===== config.mk =====
export PLATFORM = sky130hd
export DESIGN_NAME = music_reader
export DESIGN_NICKNAME = d
export VERILOG_FILES = /design/src/rtl/music_reader.sv
export SDC_FILE = /design/constraint.sdc
export NUM_CORES = 1
export LEC_CHECK = 0
export BUFFER_PORTS_ARGS = -buffer_cell sky130_fd_sc_hd__buf_2
export CORE_UTILIZATION = 57
export CTS_CLUSTER_DIAMETER = 150
export DETAILED_ROUTE_END_ITERATION = 8
export HOLD_SLACK_MARGIN = 0.03
export PLACE_DENSITY_LB_ADDON = 0.05
export SYNTH_ARGS = -nofsm -noshare
export SYNTH_HDL_FRONTEND = slang
export SYNTH_SLANG_ARGS = --single-unit

===== constraint.sdc =====
create_clock -name Clk -period 3.8 [get_ports Clk]
set_input_delay 0.38 -clock Clk [delete_from_list [all_inputs] [get_ports Clk]]
set_output_delay 0.38 -clock Clk [all_outputs]
set_load 0.02 [all_outputs]

===== src/rtl/music_reader.sv =====
// rtl/music_reader.sv - paced sequential reader for the music sample ROM with valid/ready output
// Build option: define MUSIC_READER_LOOP_EN to wrap at the end of the track instead of stopping.
module music_reader #(
   parameter int ADDR_W   = 17,
   parameter int DATA_W   = 17,
   parameter int DEPTH    = 54832,
   parameter int TICK_DIV = 3125
) (
   input  logic              Clk,
   input  logic              Reset_n,
   input  logic              play,
   input  logic              pause,
   input  logic              stop,
   output logic [ADDR_W-1:0] rom_addr,
   input  logic [DATA_W-1:0] rom_data,
   output logic [DATA_W-1:0] sample,
   output logic              sample_valid,
   input  logic              sample_ready,
   output logic              playing,
   output logic              done,
   output logic              underrun
);

   localparam int CNT_W = (TICK_DIV > 1) ? $clog2(TICK_DIV) : 1;

   typedef enum logic [2:0] {
      IDLE,
      WAIT_TICK,
      FETCH,
      CAPTURE,
      PRESENT
   } state_t;

   state_t            state_q;
   logic [CNT_W-1:0]  cnt_q;
   logic [CNT_W-1:0]  cnt_d;
   logic [ADDR_W-1:0] addr_q;
   logic [ADDR_W-1:0] addr_d;
   logic [DATA_W-1:0] sample_q;
   logic              valid_q;
   logic              done_q;
   logic              underrun_q;
   logic              tick;
`ifndef MUSIC_READER_LOOP_EN
   logic              last_q;
`endif

   assign tick   = (state_q != IDLE) && (cnt_q == CNT_W'(TICK_DIV - 1));
   assign cnt_d  = tick ? '0 : cnt_q + CNT_W'(1);
   // Wrap at the last populated word, not at the top of the address space.
   assign addr_d = (addr_q == ADDR_W'(DEPTH - 1)) ? '0 : addr_q + ADDR_W'(1);

   always_ff @(posedge Clk or negedge Reset_n) begin
      if (!Reset_n) begin
         state_q    <= IDLE;
         cnt_q      <= '0;
         addr_q     <= '0;
         sample_q   <= '0;
         valid_q    <= 1'b0;
         done_q     <= 1'b0;
         underrun_q <= 1'b0;
`ifndef MUSIC_READER_LOOP_EN
         last_q     <= 1'b0;
`endif
      end else begin
         done_q     <= 1'b0;
         underrun_q <= tick && (state_q == PRESENT);
         cnt_q      <= (state_q == IDLE) ? '0 : cnt_d;
         if (stop) begin
            state_q <= IDLE;
            cnt_q   <= '0;
            addr_q  <= '0;
            valid_q <= 1'b0;
         end else begin
            case (state_q)
               IDLE: begin
                  if (play) state_q <= WAIT_TICK;
               end
               WAIT_TICK: begin
                  if (tick && !pause) state_q <= FETCH;
               end
               FETCH: begin
                  state_q <= CAPTURE;
               end
               CAPTURE: begin
                  sample_q <= rom_data;
                  valid_q  <= 1'b1;
`ifndef MUSIC_READER_LOOP_EN
                  last_q   <= (addr_q == ADDR_W'(DEPTH - 1));
`endif
                  addr_q   <= addr_d;
                  state_q  <= PRESENT;
               end
               PRESENT: begin
                  if (sample_ready) begin
                     valid_q <= 1'b0;
`ifdef MUSIC_READER_LOOP_EN
                     state_q <= WAIT_TICK;
`else
                     if (last_q) begin
                        state_q <= IDLE;
                        cnt_q   <= '0;
                        done_q  <= 1'b1;
                     end else begin
                        state_q <= WAIT_TICK;
                     end
`endif
                  end
               end
               default: state_q <= IDLE;
            endcase
         end
      end
   end

   assign rom_addr     = addr_q;
   assign sample       = sample_q;
   assign sample_valid = valid_q;
   assign playing      = (state_q != IDLE);
   assign done         = done_q;
   assign underrun     = underrun_q;

endmodule


# After elaboration in Yosys (flattened, before gate mapping)
# Cells that the tools add are included.
op_classes:
  n_addsub: 2
  n_reduce_logical: 11
  n_eq_ne: 9
  bitwise: 1
  mux: 22
ops:
  columns: ["operator", "n"]
  rows:
  - ["$mux 12", 6]
  - ["$mux 17", 3]
  - ["$add 17x1->17 const B", 1]
  - ["$eq 17x16->1 const B", 1]
  - ["$pmux 3 s5", 1]
  - ["$add 12x1->12 const B", 1]
  - ["$eq 12x12->1 const B", 1]
  - ["$mux 3", 4]
  - ["$ne 3x3->1 const B", 3]
  - ["$mux 1", 7]
  - ["$eq 3x2->1 const B", 2]
  - ["$reduce_bool 3->1", 2]
  - ["$reduce_and 2->1", 2]
  - ["$eq 3x1->1 const B", 1]
  - ["$eq 3x3->1 const B", 1]
  - ["$logic_and 1x1->1", 3]
  - ["$logic_not 3->1", 1]
  - ["$reduce_and 3->1", 1]
  - ["$pmux 1 s2", 1]
  - ["$reduce_bool 2->1", 1]
  - ["$logic_not 1->1", 1]
  - ["$not 1->1", 1]
totals:
  inputBits: 23
  word_cells: 53
  ff_bits: 53
  output_inout_bits: 38

# Longest topological paths before layout
# Gate-level depths: netlist of the first run.
depth:
  word_depth: 8
  depth_mapped: 8
  depth_no_buf: 7

# Least setup slack after synthesis of the first run
# OpenSTA, ideal clock, no wires.
synth_path:
  kind: "register to register"
  startpoint: "reg addr_q[11], in the netlist rom_addr[11]"
  endpoint: "reg addr_q[15], in the netlist rom_addr[15]"
  period_less_slack_ns: 2.056
  n_path_buf: 1
  setup_ns: 0.126
  arrival_time_ns: 1.931
  setup_slack_ns: 1.744
  required_time_ns: 3.674
  path_stages_with_launch: 6
  cell_sequence: "dfrtp_1 -> or4b_4 -> nor4_4 -> a31oi_1 -> buf_6 -> a221o_1"
synth_between:
  elab_chain_cells: 4
  word_cells_on_any_way: 5
  classes_between: "add/sub (1); eq/ne (1); mux (3)"
synth_rtl:
  columns: ["element", "line_no", "source"]
  rows:
  - ["start, declared", "37", "logic [ADDR_W-1:0] addr_q;"]
  - ["start signal, assigned", "91", "addr_q <= addr_d;"]
  - ["$add 17x1->17 or $eq 17x16->1 (tied branches)", "51", "assign addr_d = (addr_q == ADDR_W'(DEPTH - 1)) ? '0 : addr_q + ADDR_W'(1);"]
  - ["$mux 17 *", "51", null]
  - ["$mux 17 *", "75", "case (state_q)"]
  - ["$mux 17 *", "69", "if (stop) begin"]
# Every way passes the cells marked *; elsewhere a longest branch is shown, timed or not. The select of a mux whose other input is x is not followed.
# A chain may end at the register's enable or synchronous reset.

# Worst setup path in the final report of the first run
layout_path:
  startpoint: "reg addr_q[11], in the netlist rom_addr[11]"
  endpoint: "reg addr_q[9], in the netlist rom_addr[9]"
layout_between:
  elab_chain_cells: 4
layout_rtl:
  columns: ["element", "line_no"]
  rows:
  - ["$eq 17x16->1", "51"]
  - ["$mux 17", "51"]
  - ["$mux 17", "75"]
  - ["$mux 17", "69"]
# No other way between the ends. The select of a mux whose other input is x is not followed.

==> results of run 1 <==
[through the flow]
| step | hold slack (ns) | instances | utilization (%) | setup WS (ns) | instance area, µm² |
|---|---|---|---|---|---|
| final | 0.166 | 392 | 72.8 | 1.43 | 3000 |
| after global routing | 0.231 | 392 | 72.8 | 1.28 | 3000 |
| after CTS | 0.203 | 392 | 72.8 | 1.41 | 3000 |
| after detailed placement | 0.458 | 384 | 69.6 | 1.43 | 2860 |
| after global placement | 0.454 | 384 | 69.6 | 1.51 | 2860 |
| after floorplan | 0.0844 | 282 | - | 1.74 | 2530 |
[layout by cell type, fill, tap and decap left out, drive strengths merged, types with 8 or more instances in the layout]
cell   count
nand3     25
inv        8
dfrtp     53
buf       63
a21oi      8
nor2      30
nand2     75
[final cells by class]
cell class	count	share of cell area, %
Sequential cell	53	44.3
Multi-Input combinational cell	210	37.4
Inverter	8	1.00
Timing Repair Buffer	63	10.8
Tap cell	50	2.09
Clock inverter	3	2.17
Clock buffer	5	2.30
[power by group]
part	switching (µW)	total, µW	internal [µW]	leakage [µW]
Combinational	44.3	66.9	22.7	0.000775
Sequential	7.03	582	575	0.000718
Clock	185	447	262	0.0000681
Total	237	1100	859	0.00156
[worst max-delay path, cell delays in order, from the launching register on]
cell     delay, ns
dfrtp_1       0.47
or4b_4        0.56
nor4_4        0.29
a31oi_1       0.37
and3_1        0.31
a211o_1       0.26
[flip-flops by register name, summed over array words and instances (netlist names)]
name and cells:
sample_valid 1, cnt_q 12, last_q 1, sample 17, done 1, underrun 1
rom_addr 17, state_q 3
[layer usage]
layer,part of all wire (%),global-route usage (%)
met5,0,0
met4,1.0,8.07
met3,6.2,6.74
met2,45,36.9
met1,48,32.7
[worst min-delay path by stage]
| stage | end | slack, ns |
|---|---|---|
| 2_1_floorplan | cnt_q[0] | 0.08 |
| 3_3_place_gp | sample[2] | 0.45 |
| 3_5_place_dp | sample[5] | 0.46 |
| 4_1_cts | sample[9] | 0.20 |
| 5_1_grt | sample[9] | 0.23 |
| 6_report | cnt_q[7] | 0.17 |
[kinds of logic (layout without fill, tap and decap cells)]
logic type / count (synthesis) / in the layout / synth area share [%]
compound gates: 24 / 24 / 6.24
xor+xnor: 11 / 11 / 3.81
simple gates: 169 / 169 / 31.6
buf+inv: 19 / 79 / 3.17
flops: 53 / 53 / 52.5
mux: 3 / 3 / 1.24
fa+ha+maj: 3 / 3 / 1.49
==> metrics, run 1 <==
Post-DP HPWL 3750 µm; die width 68.6 µm; first-pass GRT wire length 8250 µm; Worst Setup EP rom_addr[9]; n_diodes 0; Area growth, synth to finish 18.6%; CTS tree yes; routed len/inst 13.8 µm; max_cap viols 0; Reg area 1330 µm²; count leader, synth nand2_1; DRC errors left 0; CP max FO 12; Clock Sinks 53; f_max 422 MHz; RSZ-0062 raised after global routing false; Critical Path End Type register; GP Congestion 0.831; syn avg cell area 8.96 µm²; Crit. Startpoint rom_addr[11]; Post-CTS Setup Bufs 0; starting density of the core 61.4%; Die ar. 4700 µm²; arrival time of the worst setup path 2.57 ns; Total Nets Final 367; Core Area 4120 µm²; top cells by count, synth nand2_1 (75), dfrtp_1 (53), nor2_1 (30); Tot Pwr 1100 µW; Root Buffer clkbuf_8; Final Hold Fails 0; crit start category register; number of flops mapped to enable cells by yosys 0; H-Tree Depth 2; CTS Buf Count 5; Netlist Area Pre-Place 2530 µm²; Max rail drop VDD 0.000248 V; synth unique cells 39; Multi-input gate area 1120 µm²; Port Buf Inserts 60; Async SR Flop Fraction 100%; ys flop type dfrtp_1; via count 2155; Post-CTS Hold Fix Bufs 0; Tmin final 2.37 ns; Final TNS setup 0 ns; largest cells by area after synthesis dfrtp_1 (52%), nand2_1 (11%), nand3_1 (5.0%); number of synthesized register bits 53; Synth area leader dfrtp_1; post-route ant nets 0; maximum root-to-sink buffer count 2; All-Layer GR Usage 24.0%; CTS clk-pin slew, worst paths 0.10 ns; final setup vio count 0; Seq/Total Area, Yosys 52.5%; synth warn 0; Die H 68.6 µm; drt via density 5.50; r2r startpoint rom_addr[11]; Top Ports 61; Syn Nets 308; initial antenna violation count 0; drt first pass iters 4; R2R depth 5; Hold/Removal Path Class in -> async; Mapped Cells 282; post-cts sizing count 0; DR iter-0 viols 110; Final Cycle Share 62.3%; largest net degree at the start of global routing 54; insertion delay to the later sink of the worst-skew pair 0.31 ns; Post-Route WL 5400 µm; Power Density 366 nW/µm²; R2R setup slack 1.43 ns; Clock Skew 0.00779 ns; LEAKAGE 0.00156 µW; reg2reg end rom_addr[9]; Rows 23; vias in the first global route 1840; layout cells sized above 1 21.9%; Fillers 338; relative slew slack 36.0%; status finished, final reports clean; GR Overflow Total 0; WP data required 4.00 ns; worst-margin pin slew 0.955 ns; Yosys top cell area share 52.5%; crit path kind reg -> reg; Final Max Slew Viols 0
(Power assumes the default switching activity.)
==> run 2, diff against run 1 <==
--- a/config.mk
+++ b/config.mk
@@ -6,7 +6,7 @@
 export NUM_CORES = 1
 export LEC_CHECK = 0
 export BUFFER_PORTS_ARGS = -buffer_cell sky130_fd_sc_hd__buf_2
-export CORE_UTILIZATION = 57
+export CORE_UTILIZATION = 48
 export CTS_CLUSTER_DIAMETER = 150
 export DETAILED_ROUTE_END_ITERATION = 8
 export HOLD_SLACK_MARGIN = 0.03
==> constraint.sdc (replaced) <==
create_clock -name Clk -period 2 [get_ports Clk]
set_input_delay 0.2 -clock Clk [delete_from_list [all_inputs] [get_ports Clk]]
set_output_delay 0.2 -clock Clk [all_outputs]
set_load 0.02 [all_outputs]
==> run 2 against run 1 <==
  * The run now ends with setup timing left
  * Power is 77% higher
  * Critical path type unchanged
  * Clock power rose by 58%
  * Via count rose by 1.7%
==> metrics, run 2 (synthesized netlist as in run 1, its figures left out) <==
status finished with violations; violations in the final reports setup timing; CTS tree yes; arrival time of the worst setup path 2.24 ns (-0.33 ns); LEAKAGE 0.00162 µW (+3.8%); Tmin final 2.05 ns (-0.317 ns); Worst Slack Setup Final -0.0498 ns (-1.48 ns); Final Hold Fails 0 (unchanged); Fillers 475 (+41%); Top Ports 61 (unchanged); CTS clk-pin slew, worst paths 0.09 ns (about the same); die width 74.6 µm (+8.7%); layout cells sized above 1 26.4% (+4.5 points); drt first pass iters 4 (unchanged); Clock Sinks 53 (unchanged); drt via density 5.15 (-6.4%); relative slew slack 68.4% (+32 points); Core Area 5070 µm² (+23%); Total Nets Final 381 (+3.8%); Post-Route WL 5490 µm (+1.7%); final setup vio count 4 (+4); DR iter-0 viols 84 (-24%); Max rail drop VDD 0.000254 V (+2.6%); initial antenna violation count 0 (unchanged); CTS Buf Count 5 (unchanged); routed len/inst 12.9 µm (-6.4%); n_diodes 0 (unchanged); f_max 488 MHz (+15%); Clock Skew 0.00885 ns (+0.00105 ns); most common cell after layout, fill and taps aside nand2_1; Port Buf Inserts 60 (unchanged); WP data required 2.19 ns (-1.81 ns); H-Tree Depth 2 (unchanged); Post-DP HPWL 3960 µm (+5.4%); worst setup slack after placement -0.0884 ns (-1.52 ns); post-layout util 61.9% (-11 points); crit start category register; post-route ant nets 0 (unchanged); maximum root-to-sink buffer count 2 (unchanged); insertion delay to the later sink of the worst-skew pair 0.30 ns (about the same); Tot Pwr 1940 µW (+77%); worst-margin pin slew 0.474 ns (-0.481 ns); placed cells 417 (+8.6%); Critical Path End Type register; DRC errors left 0 (unchanged); Final Max Slew Viols 0 (unchanged); Die ar. 5560 µm² (+18%); largest net degree at the start of global routing 35 (-35%); RSZ-0062 raised after global routing true; Root Buffer clkbuf_8; All-Layer GR Usage 21.3% (-2.7 points); Die H 74.6 µm (+8.7%); commonest non-fill, non-tap cells in the layout nand2_1 (75), buf_2 (60), dfrtp_1 (48); Hold/Removal Path Class in -> reg; crit path kind reg -> reg; GR Overflow Total 0 (unchanged); CP max FO 5 (-7); GP Congestion 0.766 (-7.8%); first-pass GRT wire length 9040 µm (+9.6%); fin cells 426 (+8.7%); vias in the first global route 2049 (+11%); via count 2192 (+1.7%); starting density of the core 49.8% (-12 points); max_cap viols 0 (unchanged); Rows 26 (+13%); Power Density 619 nW/µm² (+69%); Final Cycle Share 102% (+40 points); Area growth, synth to finish 24.4%
==> run 2: cell types whose count changed in the layout (fill, tap and decap cells not counted) <==
cell	delta
a31oi_1	-2
dfrtp_2	+5
a31oi_4	+1
a31oi_2	+1
buf_12	+1
clkbuf_1	+1
buf_4	+12
dfrtp_1	-5
bufinv_16	-1
dlygate4sd3_1	+1
==> run 2: area by class of cell <==
type	instances	area, µm²	share of cell area [%]
Inverter	8	30.0	0.955
Clock inverter	2	35.0	1.11
Multi-Input combinational cell	210	1140	36.3
Clock buffer	6	72.6	2.31
Sequential cell	53	1330	42.4
Timing Repair Buffer	77	443	14.1
Tap cell	70	87.6	2.79
==> run 2: critical path, stage by stage, from the launching register on <==
cell	delay, ns
dfrtp_2	0.41
or4b_4	0.55
nor4_4	0.37
a31oi_4	0.17
and3_1	0.20
a211o_1	0.26
==> run 2: per-stage QoR <==
stage | cell area [µm²] | hold slack, ns | TNS, ns
after floorplan | 2530 | -0.0956 | -0.0178
after global placement | 3000 | 0.192 | -0.139
after detailed placement | 3000 | 0.190 | -0.406
after CTS | 3140 | 0.0691 | -0.212
after global routing | 3140 | 0.0717 | -0.812
final | 3140 | 0.0776 | -0.144
==> run 2: path summary, 6_finish.rpt <==
check,from,endpoint,slack [ns],cells past startpoint
hold / removal,rom_data[16],sample[16],0.08,3
hold reg to reg,sample[11],sample[11],0.48,2
max in group asynchronous,Reset_n,rom_addr[13],1.07,3
min in group asynchronous,Reset_n,cnt_q[11],0.38,2
setup / recovery,rom_addr[8],rom_addr[9],-0.05,5
setup reg to reg,rom_addr[8],rom_addr[9],-0.05,5
==> run 2: repair_timing <==
action / CTS / global route
buffers inserted: 0 / 0
hold endpoints to repair: 19 / 0
hold buffers: 1 / 0
endpoints found under the setup margin: 9 / 10
gates resized for setup: 2 / 1
==> run 2: power breakdown <==
group          switching (µW)  internal [µW]  total, µW
clock network             334            372        705
logic                    85.7           48.3        134
registers                12.9           1090       1100
total                     432           1510       1940
==> run 2: per-layer routing <==
metal | vias to the layer above | GRT usage [%] | routed length [µm] | share of wire [%]
li1 | 1097 | - | - | -
met1 | 1037 | 27.5 | 2610 | 47
met2 | 53 | 36.6 | 2610 | 48
met3 | 5 | 3.12 | 205 | 3.7
met4 | 0 | 7.55 | 65 | 1.2
met5 | - | 0 | 0 | 0
==> run 3, diff against run 2 <==
--- a/config.mk
+++ b/config.mk
@@ -6,11 +6,12 @@
 export NUM_CORES = 1
 export LEC_CHECK = 0
 export BUFFER_PORTS_ARGS = -buffer_cell sky130_fd_sc_hd__buf_2
+export CORE_ASPECT_RATIO = 0.6
 export CORE_UTILIZATION = 48
 export CTS_CLUSTER_DIAMETER = 150
 export DETAILED_ROUTE_END_ITERATION = 8
 export HOLD_SLACK_MARGIN = 0.03
-export PLACE_DENSITY_LB_ADDON = 0.05
+export PLACE_DENSITY = 0.76
 export SYNTH_ARGS = -nofsm -noshare
 export SYNTH_HDL_FRONTEND = slang
 export SYNTH_SLANG_ARGS = --single-unit
==> run 3 against run 2 <==
  * The flow still finishes with violations (setup timing)
  * Sequential cell count is the same
  * Worst setup slack better by 0.027 ns
  * Via count grew 1.7%
  * Critical path type unchanged
==> metrics, run 3 (synthesized netlist as in run 1, its figures left out) <==
status finished with violations; violations in the final reports setup timing; layout cells sized above 1 27.5% (+1.1 points); Die ar. 5570 µm² (+0.16%); Power Density 641 nW/µm² (+3.6%); placed cell areas 2990 µm² (-0.33%); sw frac 23.5% (+1.2 points); Post-DP HPWL 4080 µm (+3.1%); NetSw 477 µW (+10%); initial antenna violation count 0 (unchanged); slowest CP cell or4b_4; first-pass GRT wire length 10100 µm (+11%); Core Area 5050 µm² (-0.39%); post-route ant nets 0 (unchanged); clock share of power 39.1% (+2.8 points); Worst Hold Margin 0.0687 ns (-0.00885 ns); DRC errors left 0 (unchanged); Port Buf Inserts 60 (unchanged); CP max FO 5 (unchanged); Rows 20 (-23%); Top Ports 61 (unchanged); Worst Slack Setup Final -0.0228 ns (+0.0270 ns); most common cell after layout, fill and taps aside nand2_1; worst-path cell chain or4b_4 > nor4_4 > a31oi_4 > and3_1 > a221o_1; met3 GRT Util 6.04% (+2.9 points); met1 Use GR 36.9% (+9.4 points); Final Cycle Share 101% (-1.3 points); GP Congestion 0.829 (+8.2%); Hold/Removal Path Class in -> reg; maximum root-to-sink buffer count 2 (unchanged); f_max 494 MHz (+1.3%); drt first pass iters 4 (unchanged); WP data required 2.20 ns (about the same); Die H 58.2 µm (-22%); LEAKAGE 0.00165 µW (+1.5%); CP peak stage delay 0.55 ns (about the same); CTS Buf Count 5 (unchanged); placed cells 414 (-0.72%); cell-internal power 1550 µW (+2.8%); cell area after layout 3170 µm² (+0.88%); Max rail drop VDD 0.000284 V (+12%); commonest non-fill, non-tap cells in the layout nand2_1 (75), buf_2 (60), dfrtp_1 (48); crit path kind reg -> reg; Critical Path End Type register; M2 GR Usage 33.6% (-3.1 points); worst-margin pin slew 0.646 ns (+0.172 ns); R2R setup slack -0.02 ns (+0.03 ns); CTS tree yes; All-Layer GR Usage 23.9% (+2.6 points); sequential power share 54.5% (-2.3 points); Area growth, synth to finish 25.4%; Final Max Slew Viols 0 (unchanged); Clock Skew 0.00861 ns (-0.000238 ns); die width 95.7 µm (+28%); post-layout util 62.7% (+0.79 points); Clock Sinks 53 (unchanged); Total Nets Final 385 (+1.0%); Post-Route WL 6030 µm (+9.7%); CTS clk-pin slew, worst paths 0.10 ns (about the same); DR iter-0 viols 168 (+100%); starting density of the core 50.0% (+0.20 points); insertion delay to the later sink of the worst-skew pair 0.31 ns (about the same); H-Tree Depth 2 (unchanged); GR peak layer met1; n_diodes 0 (unchanged); largest net degree at the start of global routing 54 (+54%); crit start category register; R2R depth 5 (unchanged); routed len/inst 14.1 µm (+9.7%); drt via density 5.23 (+1.7%); Logic pwr share 6.4% (-0.5 points); worst hold path depth 3 (unchanged); fin cells 426 (unchanged); via count 2229 (+1.7%); Fillers 442 (-6.9%); final setup vio count 3 (-1); vias in the first global route 2054 (+0.24%); Root Buffer clkbuf_8; relative slew slack 56.9% (-11 points); arrival time of the worst setup path 2.22 ns (-0.02 ns); max_cap viols 0 (unchanged); GR Overflow Total 0 (unchanged); RSZ-0062 raised after global routing true; Final Hold Fails 0 (unchanged); Tmin final 2.02 ns (-0.0270 ns)
run 3: changes by cell type in the layout (fill, tap and decap cells not counted), sizes merged:
| cell | before | now |
|---|---|---|
| clkinv | 1 | 0 |
| inv | 8 | 9 |
| buf | 76 | 80 |
run 3: cell type report:
cell class,count,area (µm²),area share (%)
flip-flops and latches,53,1330,42.0
well taps,66,82.6,2.60
clock inverters,2,41.3,1.30
multi-input cells,210,1140,35.9
inverters,8,30.0,0.947
repair buffers,81,464,14.6
clock buffers,6,82.6,2.60
run 3: repair_timing:
action	4_1_cts	5_1_grt
pin swaps	5	0
buffers inserted	1	2
resized for setup	3	1
hold buffers	1	0
endpoints found under the hold margin	28	0
setup endpoints to repair	6	9
run 3: power groups by stage:
| stage | Combinational [µW] | Sequential (µW) | Clock, µW |
|---|---|---|---|
| final | 130 | 1110 | 793 |
| after global routing | 147 | 1110 | 872 |
| after CTS | 133 | 1110 | 815 |
| after detailed placement | 131 | 1130 | 0 |
| after global placement | 128 | 1130 | 0 |
| after floorplan | 35.7 | 1150 | 0 |
run 3: stage by stage:
stage / total power, µW / TNS [ns] / setup slack (ns)
6_report: 2030 / -0.0541 / -0.0228
5_1_grt: 2130 / -0.234 / -0.0616
4_1_cts: 2050 / -0.00184 / -0.00184
3_5_place_dp: 1260 / -0.0581 / -0.0242
3_3_place_gp: 1260 / 0 / 0.0123
2_1_floorplan: 1180 / -0.0178 / -0.0178
run 3: path summary, 6_finish.rpt:
check | start | endpoint
max | rom_addr[13] | rom_addr[15]
min | rom_data[11] | sample[11]
max reg2reg | rom_addr[13] | rom_addr[15]
min reg2reg | sample[15] | sample[15]
max in group asynchronous | Reset_n | rom_addr[11]
min in group asynchronous | Reset_n | sample_valid
run 3: metal layers:
layer / part of all wire, % / vias to the layer above / wire length [µm]
li1: - / 1109 / -
met1: 51 / 1025 / 3050
met5: 0 / - / 0
met2: 40 / 89 / 2420
met3: 8.4 / 6 / 504
met4: 0.76 / 0 / 46
run 3: worst max-delay path: cells and delay by family, from the launching register on:
family             cells  cell delay, ns
DFF                    1            0.41
and+or+nand+nor        3            1.10
AOI/OAI and AO/OA      2            0.40
